## src/rtl/ps2_kbd_sequencer_pkg.sv

```systemverilog
// rtl/ps2_kbd_sequencer_pkg.sv - shared types and byte constants for the PS/2 keyboard sequencer
package ps2_kbd_pkg;

    typedef enum logic [2:0] {
        ST_BOOT,
        ST_SEND,
        ST_WAIT_BUSY,
        ST_WAIT_DONE,
        ST_WAIT_RESP,
        ST_WAIT_BAT,
        ST_READY,
        ST_FAIL
    } seq_state_t;

    localparam logic [7:0] CMD_RESET  = 8'hFF;
    localparam logic [7:0] CMD_LED    = 8'hED;
    localparam logic [7:0] CMD_RATE   = 8'hF3;
    localparam logic [7:0] CMD_ENABLE = 8'hF4;

    localparam logic [7:0] ACK      = 8'hFA;
    localparam logic [7:0] RESEND   = 8'hFE;
    localparam logic [7:0] BAT_OK   = 8'hAA;
    localparam logic [7:0] BAT_FAIL = 8'hFC;

    localparam int TIMER_W = 26;
    localparam int RETRY_W = 2;
    localparam int IDX_W   = 3;

    // Init script occupies indices 0..5, the LED update script 6..7.
    localparam logic [IDX_W-1:0] IDX_BAT_DONE  = 3'd1;
    localparam logic [IDX_W-1:0] IDX_LED_FIRST = 3'd6;

    typedef struct packed {
        logic [7:0] data;
        logic       expect_bat;
        logic       last;
    } rom_entry_t;

    function automatic logic is_scan_byte(input logic [7:0] b);
        return (b != ACK) && (b != RESEND);
    endfunction

endpackage

```

## src/rtl/ps2_kbd_sequencer_if.sv

```systemverilog
// rtl/ps2_kbd_sequencer_if.sv - host-side and client-side signals of the keyboard sequencer
interface ps2_kbd_sequencer_if;
    logic       busy;
    logic       rx_valid;
    logic [7:0] rx_data;
    logic       rx_error;
    logic       send_req;
    logic [7:0] tx_data;
    logic       led_req;
    logic [2:0] led_mask;
    logic       led_done;
    logic       scan_valid;
    logic [7:0] scan_code;
    logic       ready;
    logic       init_fail;

    modport master (
        input  busy, rx_valid, rx_data, rx_error, led_req, led_mask,
        output send_req, tx_data, led_done, scan_valid, scan_code, ready, init_fail
    );

    modport slave (
        output busy, rx_valid, rx_data, rx_error, led_req, led_mask,
        input  send_req, tx_data, led_done, scan_valid, scan_code, ready, init_fail
    );
endinterface

```

## src/rtl/ps2_cmd_rom.sv

```systemverilog
// rtl/ps2_cmd_rom.sv - command script ROM for keyboard bring-up and LED updates
module ps2_cmd_rom
    import ps2_kbd_pkg::*;
#(
    parameter logic [7:0] TYPEMATIC = 8'h20,
    parameter logic [2:0] LED_INIT  = 3'b000
) (
    input  logic [IDX_W-1:0] idx,
    input  logic [2:0]       led_mask,
    output rom_entry_t       entry
);

    always_comb begin
        entry = '{data: 8'h00, expect_bat: 1'b0, last: 1'b0};
        case (idx)
            3'd0: begin
                entry.data       = CMD_RESET;
                entry.expect_bat = 1'b1;
            end
            3'd1: entry.data = CMD_LED;
            3'd2: entry.data = {5'b0, LED_INIT};
            3'd3: entry.data = CMD_RATE;
            3'd4: entry.data = TYPEMATIC;
            3'd5: begin
                entry.data = CMD_ENABLE;
                entry.last = 1'b1;
            end
            3'd6: entry.data = CMD_LED;
            3'd7: begin
                entry.data = {5'b0, led_mask};
                entry.last = 1'b1;
            end
            default: entry.data = 8'h00;
        endcase
    end

endmodule

```

## src/rtl/ps2_kbd_sequencer.sv

```systemverilog
// rtl/ps2_kbd_sequencer.sv - keyboard bring-up, LED update and scan-code forwarding sequencer
module ps2_kbd_sequencer
    import ps2_kbd_pkg::*;
#(
    parameter int unsigned RESP_TIMEOUT = 1_000_000,
    parameter int unsigned BAT_TIMEOUT  = 40_000_000,
    parameter int unsigned MAX_RETRY    = 3,
    parameter logic [7:0]  TYPEMATIC    = 8'h20,
    parameter logic [2:0]  LED_INIT     = 3'b000
) (
    input  logic                 clk,
    input  logic                 reset,
    ps2_kbd_sequencer_if.master  bus
);

    localparam logic [TIMER_W-1:0] RESP_LIMIT = TIMER_W'(RESP_TIMEOUT - 1);
    localparam logic [TIMER_W-1:0] BAT_LIMIT  = TIMER_W'(BAT_TIMEOUT - 1);
    localparam logic [TIMER_W-1:0] BUSY_LIMIT = TIMER_W'(15);
    localparam logic [RETRY_W-1:0] RETRY_MAX  = RETRY_W'(MAX_RETRY);

    seq_state_t         state, state_n;
    logic [IDX_W-1:0]   idx, idx_n;
    logic [RETRY_W-1:0] retry, retry_n;
    logic [TIMER_W-1:0] timer;
    logic               led_pending, led_pending_n;
    logic [2:0]         led_latched, led_latched_n;
    logic [2:0]         seq_mask, seq_mask_n;
    logic               led_seq, led_seq_n;
    logic               retry_evt;

    logic               send_req_n, led_done_n, scan_valid_n, ready_n, init_fail_n;
    logic [7:0]         tx_data_n, scan_code_n;

    rom_entry_t         rom;

    ps2_cmd_rom #(
        .TYPEMATIC (TYPEMATIC),
        .LED_INIT  (LED_INIT)
    ) u_rom (
        .idx      (idx),
        .led_mask (seq_mask),
        .entry    (rom)
    );

    always_comb begin
        state_n       = state;
        idx_n         = idx;
        retry_n       = retry;
        led_pending_n = led_pending;
        led_latched_n = led_latched;
        seq_mask_n    = seq_mask;
        led_seq_n     = led_seq;
        retry_evt     = 1'b0;
        send_req_n    = 1'b0;
        tx_data_n     = bus.tx_data;
        led_done_n    = 1'b0;
        scan_valid_n  = 1'b0;
        scan_code_n   = bus.scan_code;

        case (state)
            ST_BOOT: begin
                idx_n   = '0;
                state_n = ST_SEND;
            end
            ST_SEND: begin
                if (!bus.busy) begin
                    send_req_n = 1'b1;
                    tx_data_n  = rom.data;
                    state_n    = ST_WAIT_BUSY;
                    // First ED of an LED update consumes the request; later ones queue another pass.
                    if (led_seq && idx == IDX_LED_FIRST && retry == '0) begin
                        led_pending_n = 1'b0;
                        seq_mask_n    = led_latched;
                    end
                end
            end
            ST_WAIT_BUSY: begin
                if (bus.busy) begin
                    state_n = ST_WAIT_DONE;
                end else if (timer >= BUSY_LIMIT) begin
                    retry_evt = 1'b1;
                end
            end
            ST_WAIT_DONE: begin
                if (!bus.busy) begin
                    state_n = ST_WAIT_RESP;
                end
            end
            ST_WAIT_RESP: begin
                if (bus.rx_valid) begin
                    if (bus.rx_data == ACK) begin
                        retry_n = '0;
                        if (rom.expect_bat) begin
                            state_n = ST_WAIT_BAT;
                        end else if (rom.last) begin
                            state_n    = ST_READY;
                            led_done_n = led_seq;
                            led_seq_n  = 1'b0;
                        end else begin
                            idx_n   = idx + 3'd1;
                            state_n = ST_SEND;
                        end
                    end else begin
                        retry_evt = 1'b1;
                    end
                end else if (bus.rx_error || timer >= RESP_LIMIT) begin
                    retry_evt = 1'b1;
                end
            end
            ST_WAIT_BAT: begin
                if (bus.rx_valid && bus.rx_data == BAT_OK) begin
                    idx_n   = IDX_BAT_DONE;
                    state_n = ST_SEND;
                end else if ((bus.rx_valid && bus.rx_data == BAT_FAIL) || bus.rx_error ||
                             timer >= BAT_LIMIT) begin
                    state_n = ST_FAIL;
                end
            end
            ST_READY: begin
                if (bus.rx_valid && is_scan_byte(bus.rx_data)) begin
                    scan_valid_n = 1'b1;
                    scan_code_n  = bus.rx_data;
                end
                if (led_pending) begin
                    led_seq_n = 1'b1;
                    idx_n     = IDX_LED_FIRST;
                    retry_n   = '0;
                    state_n   = ST_SEND;
                end
            end
            ST_FAIL: state_n = ST_FAIL;
            default: state_n = ST_BOOT;
        endcase

        if (retry_evt) begin
            if (retry >= RETRY_MAX) begin
                state_n = ST_FAIL;
            end else begin
                retry_n = retry + 2'd1;
                state_n = ST_SEND;
            end
        end

        if (bus.led_req) begin
            led_latched_n = bus.led_mask;
            led_pending_n = 1'b1;
        end

        ready_n     = (state_n == ST_READY);
        init_fail_n = bus.init_fail | (state_n == ST_FAIL);
    end

    always_ff @(posedge clk or negedge reset) begin
        if (!reset) begin
            state          <= ST_BOOT;
            idx            <= '0;
            retry          <= '0;
            led_pending    <= 1'b0;
            led_latched    <= 3'b000;
            seq_mask       <= 3'b000;
            led_seq        <= 1'b0;
            bus.send_req   <= 1'b0;
            bus.tx_data    <= 8'h00;
            bus.led_done   <= 1'b0;
            bus.scan_valid <= 1'b0;
            bus.scan_code  <= 8'h00;
            bus.ready      <= 1'b0;
            bus.init_fail  <= 1'b0;
        end else begin
            state          <= state_n;
            idx            <= idx_n;
            retry          <= retry_n;
            led_pending    <= led_pending_n;
            led_latched    <= led_latched_n;
            seq_mask       <= seq_mask_n;
            led_seq        <= led_seq_n;
            bus.send_req   <= send_req_n;
            bus.tx_data    <= tx_data_n;
            bus.led_done   <= led_done_n;
            bus.scan_valid <= scan_valid_n;
            bus.scan_code  <= scan_code_n;
            bus.ready      <= ready_n;
            bus.init_fail  <= init_fail_n;
        end
    end

    // Timer restarts on every state change and saturates rather than wrapping.
    always_ff @(posedge clk or negedge reset) begin
        if (!reset) begin
            timer <= '0;
        end else if (state_n != state) begin
            timer <= '0;
        end else if (timer != '1) begin
            timer <= timer + TIMER_W'(1);
        end
    end

endmodule

```

## src/flat_wrapper.sv

```systemverilog
// flat-port wrapper written by rule: the top's interface ports become plain ports
module ps2_kbd_sequencer_flat import ps2_kbd_pkg::*;
#(
    parameter int unsigned RESP_TIMEOUT = 1_000_000,
    parameter int unsigned BAT_TIMEOUT  = 40_000_000,
    parameter int unsigned MAX_RETRY    = 3,
    parameter logic [7:0]  TYPEMATIC    = 8'h20,
    parameter logic [2:0]  LED_INIT     = 3'b000
)
  (clk, reset, bus_busy, bus_rx_valid, bus_rx_data, bus_rx_error, bus_led_req, bus_led_mask, bus_send_req, bus_tx_data, bus_led_done, bus_scan_valid, bus_scan_code, bus_ready, bus_init_fail);
  ps2_kbd_sequencer_if bus_i ();
  input  logic clk;
  input  logic reset;
  input wire logic [$bits(bus_i.busy)-1:0] bus_busy;
  input wire logic [$bits(bus_i.rx_valid)-1:0] bus_rx_valid;
  input wire logic [$bits(bus_i.rx_data)-1:0] bus_rx_data;
  input wire logic [$bits(bus_i.rx_error)-1:0] bus_rx_error;
  input wire logic [$bits(bus_i.led_req)-1:0] bus_led_req;
  input wire logic [$bits(bus_i.led_mask)-1:0] bus_led_mask;
  output wire logic [$bits(bus_i.send_req)-1:0] bus_send_req;
  output wire logic [$bits(bus_i.tx_data)-1:0] bus_tx_data;
  output wire logic [$bits(bus_i.led_done)-1:0] bus_led_done;
  output wire logic [$bits(bus_i.scan_valid)-1:0] bus_scan_valid;
  output wire logic [$bits(bus_i.scan_code)-1:0] bus_scan_code;
  output wire logic [$bits(bus_i.ready)-1:0] bus_ready;
  output wire logic [$bits(bus_i.init_fail)-1:0] bus_init_fail;
  assign bus_i.busy = bus_busy;
  assign bus_i.rx_valid = bus_rx_valid;
  assign bus_i.rx_data = bus_rx_data;
  assign bus_i.rx_error = bus_rx_error;
  assign bus_i.led_req = bus_led_req;
  assign bus_i.led_mask = bus_led_mask;
  assign bus_send_req = bus_i.send_req;
  assign bus_tx_data = bus_i.tx_data;
  assign bus_led_done = bus_i.led_done;
  assign bus_scan_valid = bus_i.scan_valid;
  assign bus_scan_code = bus_i.scan_code;
  assign bus_ready = bus_i.ready;
  assign bus_init_fail = bus_i.init_fail;
  ps2_kbd_sequencer #(.RESP_TIMEOUT(RESP_TIMEOUT), .BAT_TIMEOUT(BAT_TIMEOUT), .MAX_RETRY(MAX_RETRY), .TYPEMATIC(TYPEMATIC), .LED_INIT(LED_INIT)) u_core (.clk(clk), .reset(reset), .bus(bus_i));
endmodule
```

## config.mk

```make
export PLATFORM = sky130hd
export DESIGN_NAME = ps2_kbd_sequencer_flat
export DESIGN_NICKNAME = d
export VERILOG_FILES = /design/src/rtl/ps2_kbd_sequencer_pkg.sv /design/src/rtl/ps2_kbd_sequencer_if.sv /design/src/rtl/ps2_cmd_rom.sv /design/src/rtl/ps2_kbd_sequencer.sv /design/src/flat_wrapper.sv
export SDC_FILE = /design/constraint.sdc
export NUM_CORES = 1
export LEC_CHECK = 0
export BUFFER_PORTS_ARGS = -buffer_cell sky130_fd_sc_hd__buf_2
export CAP_MARGIN = 20
export CELL_PAD_IN_SITES_DETAIL_PLACEMENT = 0
export CELL_PAD_IN_SITES_GLOBAL_PLACEMENT = 2
export CORE_MARGIN = 1
export CORE_UTILIZATION = 25
export DETAILED_ROUTE_END_ITERATION = 10
export GPL_ROUTABILITY_DRIVEN = 0
export GPL_TIMING_DRIVEN = 0
export PLACE_DENSITY = 0.54
export SYNTH_ARGS = -nofsm -noshare
export SYNTH_HDL_FRONTEND = slang
export SYNTH_SLANG_ARGS = --single-unit
export TNS_END_PERCENT = 1
```

## constraint.sdc

```tcl
create_clock -name clk -period 3.2 [get_ports clk]
set_clock_uncertainty 0.1 [all_clocks]
set_input_delay 0.16 -clock clk [delete_from_list [all_inputs] [get_ports clk]]
set_output_delay 0.16 -clock clk [all_outputs]
set_load 0.01 [all_outputs]
```

After elaboration in Yosys (flattened, before gate mapping)
Cells that the tools add are included.
W data, S select, Z words.

storage, ports and cells
  register bits = 63
  output and inout bits = 21

operators by class
  $add $sub $neg = 3
  $lt $le $gt $ge = 4
  equality and inequality tests = 31
  muxes and demuxes = 56
  bitwise operators = 2
  reductions and logical operators = 25

operators by type and width
  operator                 number
  $pmux W8 S7              1
  $mux W3                  18
  $mux W26                 2
  $eq A3 B3 Y1 const B     10
  $add A26 B1 Y26 const B  1
  $ge A26 B20 Y1 const B   1
  $ge A26 B26 Y1 const B   1
  $ge A26 B4 Y1 const B    1
  $ne A26 B26 Y1 const B   1
  $mux W1                  25
  $eq A8 B8 Y1 const B     3
  $pmux W3 S8              1
  $ne A8 B8 Y1 const B     2
  $eq A3 B2 Y1 const B     4
  $pmux W3 S4              1
  $mux W2                  5
  $ne A2 B1 Y1 const B     5
  $reduce_bool A2 Y1       4
  $reduce_and A7 Y1        1
  $eq A3 B1 Y1 const B     2
  $logic_and A1 B1 Y1      6
  $logic_not A3 Y1         2
  $ne A2 B2 Y1 const B     3
  $reduce_and A3 Y1        2
  other kinds (14)         19

Logic depth before layout (Yosys ltp)
Gate-level depths: netlist (run 1).

  depth in word-level cells = 11
  gate-level depth with buffers = 9
  mapped depth without buffers = 8

Cells and area by module
From an unflattened synthesis (run 1), not the netlist that was laid out.

second synthesis, totals
  cells, all modules = 358
  area, all modules = 3563.4 um2

by module, submodules not included
  module             times used  cells each  area an instance (um2)  sequential area each (um2)
  ps2_kbd_sequencer  1           335         3382.0                  1576.5
  ps2_cmd_rom        1           23          181.4                   0.0

Least setup slack after synthesis (run 1)
No wires, ideal clock.

  path type = register to register
  start = register u_core.timer[25]
  end = register u_core.timer[2]
  setup time = 0.125 ns
  arrival = 2.363 ns
  data required time = 2.975 ns
  slack = 0.612 ns
  cell stages (with the launch flop) = 8
  path buffers = 1
  cell sequence = dfrtp_1 or4_4 or4_4 o211ai_2 a2111oi_4 o221ai_4 buf_6 nor3_1

between the ends
  longest elaborated chain between the ends = 8
  elaborated cells between the ends (all ways) = 18
  those cells by class = 3 x order compare; 2 x eq/ne; 10 x mux; 3 x reduce/logical

RTL lines
  item                                                     RTL line                                            source
  start, declared                                          ps2_kbd_sequencer.sv:24                             logic [TIMER_W-1:0] timer;
  start signal, assigned                                   ps2_kbd_sequencer.sv:194                            timer <= timer + TIMER_W'(1);
  $ge A26 B26 Y1 / $ge A26 B20 Y1 (equally long branches)  ps2_kbd_sequencer.sv:115, ps2_kbd_sequencer.sv:106
  $logic_or A1 B1 Y1, on equally long branches             ps2_kbd_sequencer.sv:114, ps2_kbd_sequencer.sv:106
  $mux W3 / $mux W1 (equally long branches)                ps2_kbd_sequencer.sv:114, ps2_kbd_sequencer.sv:106
  $mux W3 / $mux W1 (equally long branches)                ps2_kbd_sequencer.sv:111, ps2_kbd_sequencer.sv:90
  $pmux W3 S8 / $pmux W1 S2 (equally long branches)        ps2_kbd_sequencer.sv:60                             case (state)
  $mux W3                                                  ps2_kbd_sequencer.sv:135                            if (retry_evt) begin
  $ne A3 B3 Y1                                             ps2_kbd_sequencer.sv:191                            end else if (state_n != state) begin
  $mux W26 / $reduce_bool A2 Y1 (equally long branches)    -

Parallel ways exist; a longest one is shown, timed or not.
A chain may end at the register's enable or synchronous reset.

Final worst setup path (run 1)
  start = register u_core.timer[25]
  end = register u_core.timer[3]

Same word-level chain as after synthesis.

==> metrics.md, run 1 <==
| Metric | Value |
|---|---|
| Power density over the cells | `760 nW/um^2` |
| First-pass GRT wire length | `16,700 microns` |
| Total power | `about 3.4 mW` |
| Crit end category | `flip-flop` |
| Sink Count | `62` |
| Area leader, netlist | `dfrtp_1` |
| Final net count | `456` |
| Area Overhead vs Synth | `23.9%` |
| Storage cell area | `1550 sq um` |
| Fillers | `about 1,500` |
| # diodes | `0` |
| Die Y | `122 microns` |
| DR vias/cell | `about 5` |
| Max VDD drop | `0.366 mV` |
| Number of port buffers | `37` |
| F_max | `337 MHz` |
| Synthesized area per cell | `9.76 sq um` |
| Post-synthesis cell area | `3600 sq um` |
| H-tree Lvls | `3` |
| Worst-path fanout max | `10` |
| Slew @ Worst Pin | `1.03 ns` |
| Number of distinct library cells after synthesis | `63` |
| Wirelength per Cell | `16.7 microns` |
| Rows | `43` |
| Ys async rst share | `100%` |
| Clk_lat worst skew | `0.34 ns` |
| CTS clk-pin slew, worst paths | `about 0.06 ns` |
| Rel. slew slack | `30.9%` |
| Area occupied by multi-input gates | `just under 2000 sq um` |
| Seq/Total Area, Yosys | `43.1%` |
| Fin crit share | `92.7%` |
| Post-CTS setup repair buffer count | `0` |
| Max cap viols | `0` |
| CTS tree | `built` |
| Crit path arrival time | `between 3 and 4 ns` |
| Setup TNS | `0 ns` |
| Vias in the first global route | `2,926` |
| Critical Path RT | `3.32 ns` |
| Top_reg_cell synth | `dfrtp_1` |
| Synth area leaders | `dfrtp_1, nor3_1, mux2_2` |
| Minimum clock period | `2.96 ns` |
| Status | `completed` |
| Post-Syn Nets | `395` |
| Worst hold path depth | `5` |
| Pin count of the biggest net entering global routing | `63` |
| Cts bufs inserted | `9` |
| Final ANT Viol Nets | `0` |
| Number of synthesized flops with an enable pin | `0` |
| DRT iter0 DRCs | `172` |
| CTS root buf | `clkbuf_16` |
| Die Wd | `approximately 120 microns` |
| Global route overflow | `0` |
| Ys Warns | `0` |
| Clock Path Buffers | `2` |
| Top Ports | `38` |
| Routed vias | `3,087` |
| Critical path type | `flip-flop to flip-flop` |
| Pre-antenna DRT Iters | `4` |
| Leakage | `1.76 nW` |
| Gate Count Post-Synth | `369` |
| Hold Vio Cnt, Final | `0` |
| Share of layout cells above drive strength 1 | `20.2%` |
| GRT Util Overall | `15.1%` |
| Area share of the largest cell type after synthesis | `between 40 and 50%` |
| HP Class | `input pin to flip-flop` |
| DP Wirelength | `a little over 7000 microns` |
| Number of synthesized register bits | `62` |
| Detailed Route WL | `~10,000 microns` |
| Setup violations, final | `0` |
| Initial antenna violation count | `0` |
| Max Slew Vio Count | `0` |
| Startpoint types | `flip-flop` |
| RSZ-0062 raised after global routing | `false` |
| DRC | `0` |
| Initial Util | `25.7%` |
| R2R depth | `7` |
| Core Area | `14,000 sq um` |
| Die area | `14,900 sq um` |
critical path, cell delays in order, from the launching register on:
cell and delay, ns:
dfrtp_1 0.45, or4_4 0.61, or4_4 0.56, nor3_1 0.23
o32ai_1 0.11, nand3b_1 0.35, buf_2 0.33, nor3_1 0.09
cell type report:
cell class                 instances  area share, %
buffer                            17           2.10
clock buffer                      14           6.59
clock inverter                     2          0.280
inverter                          11          0.925
multi-input combinational        279           43.2
sequential                        62           34.8
tap                              180           5.05
timing repair buffer              50           7.12
synth_stat cells (9+ instances only):
cell type / instances
dfrtp_1: 62
nor3_1: 38
nand2_1: 27
nor2_1: 24
xnor2_1: 15
mux2_2: 14
nand3_1: 12
nand4_1: 12
a21oi_1: 10
clkbuf_1: 10
inv_1: 10
nor4_1: 10
ha_1: 9
o21ai_0: 9
stage by stage:
stage | instance area (sq um) | util (%) | std cells | setup WS, ns | hold slack [ns]
finish | 4460 | 31.9 | 615 | 0.235 | 0.267
global route | 4460 | 31.9 | 615 | 0.0346 | 0.307
CTS | 4450 | 31.8 | 615 | 0.0184 | 0.264
detailed placement | 4010 | 28.7 | 586 | 0.0243 | 0.234
global placement | 4010 | 28.7 | 586 | 0.0460 | 0.293
floorplan | 3600 | - | 369 | 0.612 | -0.236
sequential cells by signal, indices dropped and copies added, names as in the netlist:
register	count
u_core.bus.send_req	1
u_core.bus.scan_valid	1
u_core.led_latched	3
u_core.bus.led_done	1
u_core.retry	2
u_core.bus.ready	1
u_core.bus.scan_code	8
u_core.bus.tx_data	7
u_core.state	3
u_core.bus.init_fail	1
u_core.led_seq	1
u_core.timer	26
u_core.led_pending	1
u_core.seq_mask	3
u_core.idx	3
layer usage:
| layer | vias to the layer above | track usage, % | routed length [microns] |
|---|---|---|---|
| li1 | 1489 | - | - |
| met5 | - | 0 | 0 |
| met1 | 1528 | 22.2 | 5280 |
| met3 | 7 | 4.49 | 438 |
| met4 | 0 | 3.94 | 116 |
| met2 | 63 | 21.2 | 4420 |
logic make-up (layout without fill, tap and decap cells):
| group | after synthesis | count (layout) | share of synthesized area, % |
|---|---|---|---|
| compound gates | 61 | 61 | 13.1 |
| mux | 20 | 20 | 6.05 |
| buf+inv | 28 | 94 | 3.75 |
| xor+xnor | 20 | 20 | 4.86 |
| simple gates | 169 | 169 | 26.1 |
| fa+ha+maj | 9 | 9 | 3.13 |
| flops | 62 | 62 | 43.1 |
where the power goes:
part | leakage (nW) | switching, mW | internal [mW]
combinational | 0.816 | 0.816 | 0.508
sequential | 0.790 | 0.116 | 0.961
clock | 0.151 | 0.364 | 0.629
total | 1.76 | 1.30 | 2.10
cells in the final DEF (no fill, tap or decap), drive strengths merged, types with 4 or more instances in the layout:
cell and n:
and3 6, nand3 12, mux2 14, a31oi 7
clkbuf 24, nand4 12, inv 10, nor3 39
nand2b 7, nor4 11, dfrtp 62, o21bai 4
mux2i 6, ha 9, o31ai 4, buf 44
xor2 5, dlygate4sd3 13, nor2b 7, nor2 24
nand2 27, xnor2 15, o21ai 9, a21oi 10
final timing paths:
path / startpoint / slack [ns] / end
min: bus_rx_error / 0.27 / u_core.state[1]
max in group asynchronous: reset / 2.08 / u_core.bus.scan_valid
min reg2reg: u_core.bus.init_fail / 0.39 / u_core.bus.init_fail
max: u_core.timer[25] / 0.24 / u_core.timer[3]
max reg2reg: u_core.timer[25] / 0.24 / u_core.timer[3]
min in group asynchronous: reset / 0.37 / u_core.timer[7]
timing repair:
item | in CTS | in global routing
setup endpoints to repair | 0 | 22
resized for setup | 0 | 3
hold endpoints to repair | 74 | 0
hold buffers | 13 | 0
Power figures use the tool's default switching activity.
==> run 2: changes to the inputs <==
--- a/config.mk
+++ b/config.mk
@@ -10,11 +10,11 @@
 export CELL_PAD_IN_SITES_DETAIL_PLACEMENT = 0
 export CELL_PAD_IN_SITES_GLOBAL_PLACEMENT = 2
 export CORE_MARGIN = 1
-export CORE_UTILIZATION = 25
+export CORE_UTILIZATION = 38
 export DETAILED_ROUTE_END_ITERATION = 10
 export GPL_ROUTABILITY_DRIVEN = 0
 export GPL_TIMING_DRIVEN = 0
-export PLACE_DENSITY = 0.54
+export PLACE_DENSITY = 0.78
 export SYNTH_ARGS = -nofsm -noshare
 export SYNTH_HDL_FRONTEND = slang
 export SYNTH_SLANG_ARGS = --single-unit
==> run 2 against run 1 <==
Effect of this change:
- first-iteration DRC count rose by 2.9%
- utilization rose by 15 points
- count of clock-buffer cells in the layout fell by 5
- register-to-register slack improved by 0.05 ns
- largest cell class unchanged
- critical endpoint is now u_core.timer[22]
- sequential share of layout area rose by 1.4 points
- critical path depth did not move
- via count fell by 1.9%
- design area fell by 4.0%
- die area fell by 34%
==> metrics.md, run 2 (synthesis results as in run 1) <==
| Metric | Value |
|---|---|
| Area Overhead vs Synth | `19.0%` |
| Routed vias | `3,028 (-1.9%)` |
| Clock Path Buffers | `2 (unchanged)` |
| Clk_lat worst skew | `0.35 ns (about the same)` |
| Critical Path RT | `3.32 ns (about the same)` |
| F_max | `344 MHz (+1.9%)` |
| Cts bufs inserted | `9 (unchanged)` |
| Worst hold slack | `0.251 ns (-0.0161 ns)` |
| Rows | `35 (-19%)` |
| Top sig layer | `met4` |
| Setup violations, final | `0 (unchanged)` |
| DRC | `0 (unchanged)` |
| Fin util | `46.6% (+15 points)` |
| CTS tree | `built` |
| M1 wire length | `4460 microns (-15%)` |
| Status | `completed` |
| Startpoint types | `flip-flop` |
| GRT Util Overall | `20.2% (+5.0 points)` |
| Register with the most flip-flops | `u_core.timer` |
| Final ANT Viol Nets | `0 (unchanged)` |
| Sink Count | `62 (unchanged)` |
| Final net count | `456 (unchanged)` |
| RSZ-0062 raised after global routing | `false` |
| Pint | `1.91 mW (-9.1%)` |
| First-pass GRT wire length | `15,400 microns (-7.9%)` |
| CP delay by family, top | `simple AND/OR/NAND/NOR gates` |
| Fin crit share | `91.0% (-1.7 points)` |
| Reg-to-reg setup timing slack | `0.29 ns (+0.05 ns)` |
| Clk pwr share | `24.9% (-4.3 points)` |
| Top Ports | `38 (unchanged)` |
| Metal3 WL | `333 microns (-24%)` |
| Post-CTS setup repair buffer count | `0 (unchanged)` |
| Wirelength per Cell | `16.5 microns (-1.3%)` |
| Sw Pwr | `1.23 mW (-5.1%)` |
| Hold Vio Cnt, Final | `0 (unchanged)` |
| H-tree Lvls | `3 (unchanged)` |
| Die Y | `99.3 microns (-19%)` |
| DR vias/cell | `5.55 (+10%)` |
| DRT iter0 DRCs | `177 (+2.9%)` |
| Die area | `9870 sq um (-34%)` |
| Rel. slew slack | `30.8% (-0.093 points)` |
| Die Wd | `99.3 microns (-19%)` |
| Number of port buffers | `37 (unchanged)` |
| HP Class | `input pin to flip-flop` |
| # diodes | `0 (unchanged)` |
| Sequential share of power | `34.3% (+2.6 points)` |
| CTS clk-pin slew, worst paths | `0.08 ns (+0.02 ns)` |
| DP Wirelength | `6440 microns (-11%)` |
| Initial antenna violation count | `0 (unchanged)` |
| Initial Util | `39.2% (+13 points)` |
| Slew @ Worst Pin | `1.03 ns (+0.00138 ns)` |
| Setup TNS | `0 ns (unchanged)` |
| Crit end category | `flip-flop` |
| Power density over the cells | `732 nW/um^2 (-3.8%)` |
| Most frequent cells in the layout | `dfrtp_1, buf_2, nor3_1` |
| CTS root buf | `clkbuf_8` |
| Minimum clock period | `2.91 ns (-0.0540 ns)` |
| Sw Ratio | `39.2% (+1.0 points)` |
| Max FFs per register | `26 (unchanged)` |
| Regs by FF count | `u_core.timer (26), u_core.bus.scan_code (8), u_core.bus.tx_data (7)` |
| Global route overflow | `0 (unchanged)` |
| Pin count of the biggest net entering global routing | `63 (unchanged)` |
| Max Slew Vio Count | `0 (unchanged)` |
| Leakage | `1.71 nW (-2.6%)` |
| CP Cell Sequence | `or4_4 -> or4_4 -> nor3_1 -> o32ai_1 -> nand3b_1 -> buf_2 -> nor3_1` |
| Core Area | `9200 sq um (-34%)` |
| Share of layout cells above drive strength 1 | `20.0% (-0.23 points)` |
| Commonest non-fill, non-tap cell in the layout | `dfrtp_1` |
| Max incr delay on CP | `0.61 ns (about the same)` |
| Crit path buffers/inverters | `1 (unchanged)` |
| Max cap viols | `0 (unchanged)` |
| Met2 wire len | `4030 microns (-8.8%)` |
| Max VDD drop | `0.307 mV (-16%)` |
| Detailed Route WL | `8980 microns (-12%)` |
| Critical path type | `flip-flop to flip-flop` |
| CP max stage cell | `or4_4` |
| Final WS setup | `0.289 ns (+0.0540 ns)` |
| Logic pwr share | `40.8% (+1.8 points)` |
| Worst-path fanout max | `10 (unchanged)` |
| Vias in the first global route | `2,987 (+2.1%)` |
| Pre-CTS setup slack | `0.245 ns (+0.221 ns)` |
| Pre-antenna DRT Iters | `4 (unchanged)` |
| Crit path arrival time | `3.03 ns (-0.05 ns)` |
## run 2: worst paths after layout
check / cells past startpoint / to / start
hold reg to reg: 1 / u_core.bus.init_fail / u_core.bus.init_fail
setup reg to reg: 7 / u_core.timer[22] / u_core.timer[25]
setup / recovery: 7 / u_core.timer[22] / u_core.timer[25]
min in group asynchronous: 2 / u_core.timer[5] / reset
max in group asynchronous: 2 / u_core.bus.scan_code[3] / reset
hold / removal: 4 / u_core.bus.led_done / bus_rx_valid
## run 2: worst register-to-register path: stages, from the launching register on
cell      delay [ns]
dfrtp_1         0.46
or4_4           0.61
or4_4           0.57
nor3_1          0.24
o32ai_1         0.12
nand3b_1        0.31
buf_2           0.30
nor3_1          0.09
## run 2: power by group through the flow
| stage | Sequential, mW | Combinational (mW) | Clock, mW |
|---|---|---|---|
| 4_1_cts | 1.08 | 1.29 | 0.801 |
| 5_1_grt | 1.10 | 1.44 | 0.834 |
| 3_3_place_gp | 1.08 | 1.28 | 0 |
| 3_5_place_dp | 1.09 | 1.27 | 0 |
| 2_1_floorplan | 1.12 | 0.850 | 0 |
| 6_report | 1.08 | 1.28 | 0.780 |
## run 2: area by class of cell
| cell class | count | area, sq um |
|---|---|---|
| clock buffer | 9 | 124 |
| clock inverter | 7 | 97.6 |
| tap | 111 | 139 |
| sequential | 62 | 1550 |
| multi-input combinational | 279 | 1920 |
| timing repair buffer | 50 | 318 |
| inverter | 11 | 41.3 |
| fill | 908 | 4910 |
| buffer | 17 | 93.8 |
## run 2: what timing repair did
item / in CTS / in global routing
gates resized for setup: 0 / 2
hold buffers: 13 / 0
setup endpoints to repair: 0 / 11
endpoints found under the hold margin: 74 / 0
## run 2: metrics by stage
step	total power, mW	instances	cell area [sq um]
5_1_grt	3.38	546	4290
3_5_place_dp	2.36	517	3930
3_3_place_gp	2.36	517	3930
4_1_cts	3.17	546	4280
6_report	3.14	546	4290
2_1_floorplan	1.97	369	3600
## run 2: metal layers
| layer | track usage (%) | vias to the layer above |
|---|---|---|
| met5 | 0 | - |
| met4 | 7.81 | 0 |
| met3 | 2.95 | 13 |
| met2 | 30.6 | 67 |
| met1 | 29.0 | 1461 |
| li1 | - | 1487 |
==> run 3: changes to the inputs <==
--- a/config.mk
+++ b/config.mk
@@ -11,6 +11,7 @@
 export CELL_PAD_IN_SITES_GLOBAL_PLACEMENT = 2
 export CORE_MARGIN = 1
 export CORE_UTILIZATION = 38
+export CTS_BUF_LIST = sky130_fd_sc_hd__clkbuf_16
 export DETAILED_ROUTE_END_ITERATION = 10
 export GPL_ROUTABILITY_DRIVEN = 0
 export GPL_TIMING_DRIVEN = 0
==> run 3 against run 2 <==
Effect of this change:
- count of clock-buffer cells in the layout is the same
- critical path type unchanged
- setup slack is essentially flat
- register-to-register slack is essentially flat
- critical path depth is the same
- cell count shrank 1.3%
- sequential power is essentially flat
- largest power group unchanged
==> metrics.md, run 3 (synthesis results as in run 1) <==
| Metric | Value |
|---|---|
| CTS clk-pin slew, worst paths | `0.06 ns (-0.02 ns)` |
| Vias in the first global route | `2,958 (-0.97%)` |
| Critical Path RT | `3.31 ns (about the same)` |
| Global route overflow | `0 (unchanged)` |
| Critical path type | `flip-flop to flip-flop` |
| Leakage | `1.73 nW (+0.99%)` |
| Register with the most flip-flops | `u_core.timer` |
| RSZ-0062 raised after global routing | `false` |
| Max cap viols | `0 (unchanged)` |
| CTS root buf | `clkbuf_16` |
| CP Cell Sequence | `or4_4 -> or4_4 -> nor3_1 -> o32ai_1 -> nand3b_1 -> buf_2 -> nor3_1` |
| Initial Util | `39.2% (unchanged)` |
| Final net count | `449 (-1.5%)` |
| Slew @ Worst Pin | `1.02 ns (-0.0123 ns)` |
| Rows | `35 (unchanged)` |
| HP Class | `input pin to flip-flop` |
| Hold path startpoint | `bus_rx_data[3]` |
| Setup TNS | `0 ns (unchanged)` |
| F_max | `343 MHz (about the same)` |
| CP max stage cell | `or4_4` |
| Hold Vio Cnt, Final | `0 (unchanged)` |
| Worst hold path depth | `2 (-2)` |
| Initial antenna violation count | `0 (unchanged)` |
| Area Overhead vs Synth | `19.9%` |
| Max Slew Vio Count | `0 (unchanged)` |
| DRC | `0 (unchanged)` |
| Post-CTS setup repair buffer count | `0 (unchanged)` |
| CP delay by family, top | `simple AND/OR/NAND/NOR gates` |
| Final Instance Area | `4320 sq um (+0.73%)` |
| Clk_lat worst skew | `0.33 ns (-0.02 ns)` |
| DRT iter0 DRCs | `140 (-21%)` |
| Crit path buffers/inverters | `1 (unchanged)` |
| R2R depth | `7 (unchanged)` |
| RR Startpoint | `u_core.timer[25]` |
| Clock Path Buffers | `2 (unchanged)` |
| Rel. slew slack | `31.6% (+0.83 points)` |
| GRT Util Overall | `20.0% (-0.18 points)` |
| Reg-to-reg endpoint | `u_core.timer[24]` |
| Placed Cells | `517 (unchanged)` |
| Worst hold slack | `0.00881 ns (-0.242 ns)` |
| Hold endpoint | `u_core.bus.scan_code[3]` |
| Core Area | `9200 sq um (unchanged)` |
| Max FFs per register | `26 (unchanged)` |
| CTS tree | `built` |
| Detailed Route WL | `8910 microns (-0.81%)` |
| H-tree Lvls | `3 (unchanged)` |
| Commonest non-fill, non-tap cell in the layout | `dfrtp_1` |
| Final ANT Viol Nets | `0 (unchanged)` |
| Cts bufs inserted | `9 (unchanged)` |
| DR vias/cell | `5.55 (about the same)` |
| Minimum clock period | `2.91 ns (+0.000243 ns)` |
| Most frequent cells in the layout | `dfrtp_1, buf_2, nor3_1` |
| Share of layout cells above drive strength 1 | `20.3% (+0.33 points)` |
| Crit end category | `flip-flop` |
| Die Wd | `99.3 microns (unchanged)` |
| Pre-antenna DRT Iters | `4 (unchanged)` |
| Pin count of the biggest net entering global routing | `63 (unchanged)` |
| Max VDD drop | `0.322 mV (+4.9%)` |
| Finished Layout Cells | `539 (-1.3%)` |
| Routed vias | `2,990 (-1.3%)` |
| Power density over the cells | `789 nW/um^2 (+7.8%)` |
| Status | `completed` |
| Top Ports | `38 (unchanged)` |
| DP Wirelength | `6440 microns (unchanged)` |
| Sink Count | `62 (unchanged)` |
| Startpoint types | `flip-flop` |
| Max incr delay on CP | `0.61 ns (about the same)` |
| Crit path arrival time | `3.02 ns (about the same)` |
| # diodes | `0 (unchanged)` |
| Wirelength per Cell | `16.5 microns (+0.48%)` |
| Placed cell area | `3930 sq um (unchanged)` |
| Reg-to-reg setup timing slack | `0.29 ns (about the same)` |
| Total power | `3.41 mW (+8.6%)` |
| Die area | `9870 sq um (unchanged)` |
| Die Y | `99.3 microns (unchanged)` |
| Fin crit share | `91.0% (about the same)` |
| Number of port buffers | `37 (unchanged)` |
| Regs by FF count | `u_core.timer (26), u_core.bus.scan_code (8), u_core.bus.tx_data (7)` |
| First-pass GRT wire length | `15,300 microns (-0.90%)` |
| Worst-path fanout max | `10 (unchanged)` |
| Setup violations, final | `0 (unchanged)` |
run 3: what timing repair did:
action | in CTS | in global routing
endpoints found under the hold margin | 67 | 0
endpoints found under the setup margin | 0 | 11
gates resized for setup | 0 | 2
hold buffers | 6 | 0
run 3: layout make-up:
cell class                 instances  area [sq um]
timing repair buffer              43           248
buffer                            17          93.8
tap                              111           139
clock buffer                       9           225
sequential                        62          1550
fill                             909          4880
inverter                          11          41.3
multi-input combinational        279          1920
clock inverter                     7          97.6
run 3: report_power, final:
part	internal [mW]	leakage [nW]	total (mW)	switching, mW
registers	0.961	0.790	1.08	0.117
clock network	0.684	0.152	1.05	0.368
logic	0.501	0.787	1.28	0.775
run 3: per-layer routing:
metal / GRT usage, % / routed length (microns)
met3: 3.16 / 341
met5: 0 / 0
met2: 29.8 / 3910
met1: 29.0 / 4500
met4: 7.81 / 162
run 3: through the flow:
stage | utilization, % | worst slack, ns
floorplan | - | 0.612
finish | 46.9 | 0.289
CTS | 46.9 | 0.238
global route | 46.9 | 0.0999
detailed placement | 42.7 | 0.245
global placement | 42.7 | 0.292
run 3: how the worst max path moves through the flow:
stage | start | endpoint | slack [ns] | cells past startpoint
2_1_floorplan | u_core.timer[25] | u_core.timer[2] | 0.61 | 7
3_3_place_gp | u_core.timer[25] | u_core.timer[4] | 0.29 | 7
3_5_place_dp | u_core.idx[0] | u_core.timer[3] | 0.24 | 9
4_1_cts | u_core.idx[0] | u_core.timer[22] | 0.24 | 9
5_1_grt | u_core.timer[25] | u_core.timer[11] | 0.1 | 7
6_report | u_core.timer[25] | u_core.timer[24] | 0.29 | 7
